<file path="src/rtl/mips_mem_pkg.sv">
// Shared types for the simple_mips unified-memory port arbiter.
package mips_mem_pkg;

    typedef enum logic {
        OWN_IF = 1'b0,
        OWN_DM = 1'b1
    } owner_e;

    typedef enum logic [1:0] {
        ARB_IDLE = 2'd0,
        ARB_REQ  = 2'd1,
        ARB_WAIT = 2'd2
    } arb_state_e;

    localparam int STREAK_W = 4;

    // Next value of the DM streak counter, saturating at the configured limit.
    function automatic logic [STREAK_W-1:0] streak_next(
        input logic [STREAK_W-1:0] cur,
        input logic [STREAK_W-1:0] limit
    );
        return (cur >= limit) ? limit : cur + 1'b1;
    endfunction

endpackage

</file>
<file path="src/rtl/mem_arb_perf.sv">
// Grant and stall counters for the memory port arbiter.
// Only instantiated when MEMARB_PERF_EN is defined.
module mem_arb_perf (
    input  logic        clk,
    input  logic        reset,
    input  logic        if_req,
    input  logic        if_gnt,
    input  logic        dm_req,
    input  logic        dm_gnt,
    output logic [31:0] perf_if_cnt,
    output logic [31:0] perf_dm_cnt,
    output logic [31:0] perf_stall_cnt
);

    logic stall;

    // A cycle is a stall when any requester is waiting without being granted.
    always_comb begin
        stall = (if_req && !if_gnt) || (dm_req && !dm_gnt);
    end

    // Free-running counters; they wrap naturally at 2^32.
    always_ff @(posedge clk or posedge reset) begin
        if (reset) begin
            perf_if_cnt    <= '0;
            perf_dm_cnt    <= '0;
            perf_stall_cnt <= '0;
        end else begin
            if (if_gnt) perf_if_cnt    <= perf_if_cnt + 32'd1;
            if (dm_gnt) perf_dm_cnt    <= perf_dm_cnt + 32'd1;
            if (stall)  perf_stall_cnt <= perf_stall_cnt + 32'd1;
        end
    end

endmodule

</file>
<file path="src/rtl/mem_port_arbiter.sv">
// Arbitrates the single unified instruction/data memory of simple_mips
// between the fetch stage (IF) and the load/store stage (DM). One
// transaction is in flight at a time: IDLE -> REQ -> WAIT -> IDLE.
// DM has priority; after MAX_DM_STREAK consecutive DM wins with a fetch
// pending, the fetch is served.
// Optional: define MEMARB_PERF_EN to add grant/stall performance counters.
module mem_port_arbiter
    import mips_mem_pkg::*;
#(
    parameter int ADDR_W        = 32,
    parameter int DATA_W        = 32,
    parameter int MAX_DM_STREAK = 4
) (
    input  logic                clk,
    input  logic                reset,
    // fetch port
    input  logic                if_req,
    input  logic [ADDR_W-1:0]   if_addr,
    output logic                if_gnt,
    output logic                if_rvalid,
    output logic [DATA_W-1:0]   if_rdata,
    // load/store port
    input  logic                dm_req,
    input  logic                dm_we,
    input  logic [DATA_W/8-1:0] dm_be,
    input  logic [ADDR_W-1:0]   dm_addr,
    input  logic [DATA_W-1:0]   dm_wdata,
    output logic                dm_gnt,
    output logic                dm_rvalid,
    output logic [DATA_W-1:0]   dm_rdata,
    // memory port
    output logic                mem_req,
    output logic                mem_we,
    output logic [DATA_W/8-1:0] mem_be,
    output logic [ADDR_W-1:0]   mem_addr,
    output logic [DATA_W-1:0]   mem_wdata,
    input  logic                mem_gnt,
    input  logic                mem_rvalid,
    input  logic [DATA_W-1:0]   mem_rdata
`ifdef MEMARB_PERF_EN
    ,
    output logic [31:0]         perf_if_cnt,
    output logic [31:0]         perf_dm_cnt,
    output logic [31:0]         perf_stall_cnt
`endif
);

    localparam logic [STREAK_W-1:0] STREAK_LIMIT = STREAK_W'(MAX_DM_STREAK);

    arb_state_e           state;
    owner_e               owner;
    logic [STREAK_W-1:0]  streak;
    logic                 dm_wins;

    // DM wins unless a fetch is pending and DM has used up its streak.
    always_comb begin
        dm_wins = dm_req && !(if_req && (streak == STREAK_LIMIT));
    end

    // Arbiter FSM: latches the winner's fields into the memory-port registers.
    // NOTE: sequential state uses non-blocking (<=) so every register samples
    // pre-edge values; blocking here would create order-dependent behaviour.
    always_ff @(posedge clk or posedge reset) begin
        if (reset) begin
            state     <= ARB_IDLE;
            owner     <= OWN_IF;
            streak    <= '0;
            mem_req   <= 1'b0;
            mem_we    <= 1'b0;
            mem_be    <= '0;
            mem_addr  <= '0;
            mem_wdata <= '0;
        end else begin
            case (state)
                ARB_IDLE: begin
                    if (dm_wins) begin
                        owner     <= OWN_DM;
                        mem_req   <= 1'b1;
                        mem_we    <= dm_we;
                        mem_be    <= dm_be;
                        mem_addr  <= dm_addr;
                        mem_wdata <= dm_wdata;
                        streak    <= if_req ? streak_next(streak, STREAK_LIMIT) : '0;
                        state     <= ARB_REQ;
                    end else if (if_req) begin
                        owner     <= OWN_IF;
                        mem_req   <= 1'b1;
                        mem_we    <= 1'b0;
                        mem_be    <= '1;
                        mem_addr  <= if_addr;
                        mem_wdata <= '0;
                        streak    <= '0;
                        state     <= ARB_REQ;
                    end else begin
                        // No fetch pending: the streak no longer means anything.
                        streak    <= '0;
                    end
                end
                ARB_REQ: begin
                    if (mem_gnt) begin
                        mem_req <= 1'b0;
                        state   <= ARB_WAIT;
                    end
                end
                ARB_WAIT: begin
                    if (mem_rvalid) state <= ARB_IDLE;
                end
                default: state <= ARB_IDLE;
            endcase
        end
    end

    // Route the memory handshake to the current owner in the same cycle.
    // NOTE: every output gets a default first so no path infers a latch.
    always_comb begin
        if_gnt    = 1'b0;
        dm_gnt    = 1'b0;
        if_rvalid = 1'b0;
        dm_rvalid = 1'b0;
        if_rdata  = '0;
        dm_rdata  = '0;
        if (state == ARB_REQ && mem_gnt) begin
            if (owner == OWN_DM) dm_gnt = 1'b1;
            else                 if_gnt = 1'b1;
        end
        if (state == ARB_WAIT && mem_rvalid) begin
            if (owner == OWN_DM) begin
                dm_rvalid = 1'b1;
                dm_rdata  = mem_rdata;
            end else begin
                if_rvalid = 1'b1;
                if_rdata  = mem_rdata;
            end
        end
    end

`ifdef MEMARB_PERF_EN
    mem_arb_perf u_perf (
        .clk            (clk),
        .reset          (reset),
        .if_req         (if_req),
        .if_gnt         (if_gnt),
        .dm_req         (dm_req),
        .dm_gnt         (dm_gnt),
        .perf_if_cnt    (perf_if_cnt),
        .perf_dm_cnt    (perf_dm_cnt),
        .perf_stall_cnt (perf_stall_cnt)
    );
`endif

endmodule

</file>
<file path="config.mk">
export PLATFORM = sky130hd
export DESIGN_NAME = mem_port_arbiter
export DESIGN_NICKNAME = d
export VERILOG_FILES = /design/src/rtl/mips_mem_pkg.sv /design/src/rtl/mem_arb_perf.sv /design/src/rtl/mem_port_arbiter.sv
export SDC_FILE = /design/constraint.sdc
export NUM_CORES = 1
export LEC_CHECK = 0
export ABC_CLOCK_PERIOD_IN_PS = 7010
export CAP_MARGIN = 20
export CORE_ASPECT_RATIO = 1.2
export CORE_MARGIN = 5
export CORE_UTILIZATION = 39
export CTS_CLUSTER_SIZE = 25
export DETAILED_ROUTE_END_ITERATION = 16
export GPL_TIMING_DRIVEN = 0
export PLACE_DENSITY = 0.91
export SLEW_MARGIN = 20
export SYNTH_ARGS = -nofsm -noshare
export SYNTH_HDL_FRONTEND = slang
export SYNTH_SLANG_ARGS = --single-unit
</file>
<file path="constraint.sdc">
create_clock -name clk -period 7.01 [get_ports clk]
set_input_delay 1.0515 -clock clk [delete_from_list [all_inputs] [get_ports clk]]
set_output_delay 1.0515 -clock clk [all_outputs]
set_load 0.02 [all_outputs]
</file>
==> out/results.txt <==
Synthesized cell area: 4040 um2
Level count of the clock H-tree: 3
Power density over the cells: 380 nW/um2
CTS clock-pin slew for the worst setup and hold paths: 0.06 ns
Critical Path AT: 3.14 ns
Required @ worst endpoint: 5.96 ns
Mapped Cells: 383
Worst-path fanout max: 10
Ant diodes: 0
Final period util: 0.597
WL/cell: 19.4 um
GR Util All Layers: 0.253
Setup crit start kind: primary input
IO buf count: 276
Post-CTS Setup Inserts: 0
Min Hold Slack: 0.502 ns
Core area: 10100 um2
Final Hold Fails: 0
Nature of the critical path endpoint: output pin
Synthesis-to-finish area growth: 80.6%
Drt pass-1 iters: 5
Final cell count without fillers: 802
RSZ-0062 raised after global routing: false
1st-iter DRT viols: 167
Post-DP HPWL: 12500 um
FF-to-FF path depth: 5
Ports: 277
Setup TNS: 0 ns
Worst VDD drop: 0.000224 V
Drt total wl: 15600 um
Synth warn: 0
Hold Path Depth: 1
Mux contribution to synthesized area: 0
Share of layout cells above drive strength 1: 0.105
Initial antenna violation count: 0
Die H: 121 um
Pin count of the biggest net entering global routing: 45
RR Startpoint: state[1]
Vias: 4182
#FFs+latches synth: 77
Endpoint, Worst Hold: mem_wdata[8]
Die W: 103 um
CP Class: in2out
Reg2Reg Setup Slack: 5.18 ns
Synth Area in Compound Gates: 0.206
Util after Layout: 0.725
Leak pwr: 0.00298 uW
Adder-cell share of the synthesized area: 0.00620
Worst-Skew Late Latency: 0.33 ns
Top post-synthesis cells by area: dfrtp_1 48%, o221ai_2 11%, and2_1 10%
Layout Skew: 0.00710 ns
R2R Path End: mem_addr[6]
CTS Buf Count: 9
Site row count: 40
Status: complete, no violations
Starting Density: 0.401
Synth Area in Simple Gates: 0.226
CTS root buf: clkbuf_16
Synth Net Count: 524
CTS Buffer Depth: 2
Sequential area share after synthesis: 0.477
Min-Delay Path Class: reg2reg
# hold bufs at CTS: 0
Area share of the leading cell type in the synthesized netlist: 0.477
CTS resizes: 0
Clk sinks: 77
# DRC: 0
Max transition margin: 0.658
XOR/XNOR Fraction of Synth Area: 0
Slew @ Worst Pin: 0.513 ns
Aggregate global routing overflow: 0
Min-delay src: mem_wdata[8]
First-pass GRT wire length: 24800 um
Final min period: 4.19 ns
Total of max-cap violations: 0
Area leader, netlist: dfrtp_1
Final setup fails: 0
CTS tree: yes
Die ar.: 12500 um2
# fillers: 691
Fmax: 239 MHz
Synth Area per Inst: 10.5 um2
Cell count after placement: 786
Largest family of logic cells by synthesized area: simple AND/OR/NAND/NOR gates
Vias in the first global route: 4520
Via/cell ratio: 5.21
Netlist cell types: 30
Nets: 812
Final Wtd Congestion: 0.912
Antenna Nets Post-Route: 0
Max Slew Vio Count: 0
==> worst max-delay path: stages <==
cell and delay [ns]:
clkdlybuf4s50_1 0.47, inv_1 0.07, nor3_2 0.33, clkbuf_1 0.36
and2_1 0.23, clkdlybuf4s50_1 0.63
==> logic make-up (layout without fill, tap and decap cells) <==
| logic type | after synthesis | after routing |
|---|---|---|
| compound gates | 77 | 77 |
| simple gates | 150 | 150 |
| flops | 77 | 77 |
| fa+ha+maj | 2 | 2 |
| buf+inv | 77 | 370 |
==> state kept, by name, indices dropped and copies added (netlist names) <==
register   count
owner          1
mem_be         4
state          2
mem_addr      32
mem_we         1
mem_wdata     32
mem_req        1
streak         4
==> layout by cell type (no fill, tap or decap), drive strengths merged <==
| cell type | count |
|---|---|
| nand4 | 32 |
| o22ai | 1 |
| nand3b | 2 |
| a21oi | 1 |
| o22a | 4 |
| and2 | 67 |
| clkbuf | 31 |
| ha | 2 |
| clkinvlp | 3 |
| clkdlybuf4s50 | 276 |
| nor2 | 3 |
| nor3 | 2 |
| nand3 | 34 |
| nand2b | 2 |
| nand2 | 4 |
| or2 | 2 |
| o31ai | 1 |
| and3 | 1 |
| nand4b | 1 |
| o221ai | 32 |
| bufinv | 1 |
| o21ai | 4 |
| a22o | 33 |
| inv | 40 |
| buf | 19 |
| dfrtp | 77 |
| a31oi | 1 |
==> how the worst max path moves through the flow <==
| stage | start | depth (start not counted) | slack [ns] | endpoint |
|---|---|---|---|---|
| final | mem_rvalid | 6 | 2.82 | if_rdata[12] |
| after global routing | mem_rvalid | 6 | 2.66 | if_rdata[17] |
| after CTS | mem_rvalid | 6 | 2.82 | if_rdata[12] |
| after detailed placement | mem_rvalid | 6 | 2.84 | if_rdata[12] |
| after global placement | reset | 2 | 2.86 | mem_addr[12] |
| after floorplan | mem_rvalid | 4 | 3.97 | dm_rdata[22] |
==> metrics by stage <==
stage / setup WS (ns) / power, uW / cell area, um2
6_report: 2.82 / 2770 / 7290
5_1_grt: 2.66 / 2940 / 7290
4_1_cts: 2.82 / 2800 / 7290
3_5_place_dp: 2.84 / 2310 / 6980
3_3_place_gp: 2.86 / 2260 / 6960
2_1_floorplan: 3.97 / 1610 / 4040
==> layout make-up <==
| class | instances | area (um2) | share of cell area |
|---|---|---|---|
| Clock buffer | 10 | 239 | 0.0328 |
| Clock inverter | 6 | 70.1 | 0.00961 |
| Multi-Input combinational cell | 229 | 1770 | 0.242 |
| Inverter | 38 | 145 | 0.0199 |
| Buffer | 39 | 200 | 0.0275 |
| Sequential cell | 77 | 1930 | 0.264 |
| Tap cell | 126 | 158 | 0.0216 |
| Timing Repair Buffer | 277 | 2780 | 0.382 |
==> Yosys cell counts, drive strengths merged <==
cell type,instances
dfrtp,77
and2,67
inv,38
nand3,34
a22o,33
nand4,32
o221ai,32
clkbuf,21
buf,18
nand2,4
o21ai,4
o22a,4
nor2,3
ha,2
nand2b,2
nand3b,2
nor3,2
or2,2
a21oi,1
a31oi,1
and3,1
nand4b,1
o22ai,1
o31ai,1
==> routing by layer <==
layer	wire length, um	part of all wire	global-route usage	vias to the layer above
li1	-	-	-	1962
met1	6010	0.39	0.318	2007
met2	8010	0.51	0.431	197
met3	1370	0.088	0.0633	16
met4	197	0.013	0.0632	0
met5	0	0	0	-
==> power by group <==
group	leakage (uW)	switching [uW]	internal (uW)
Combinational	0.00188	795	734
Sequential	0.000954	123	645
Clock	0.000142	185	288
(Power assumes the default switching activity.)
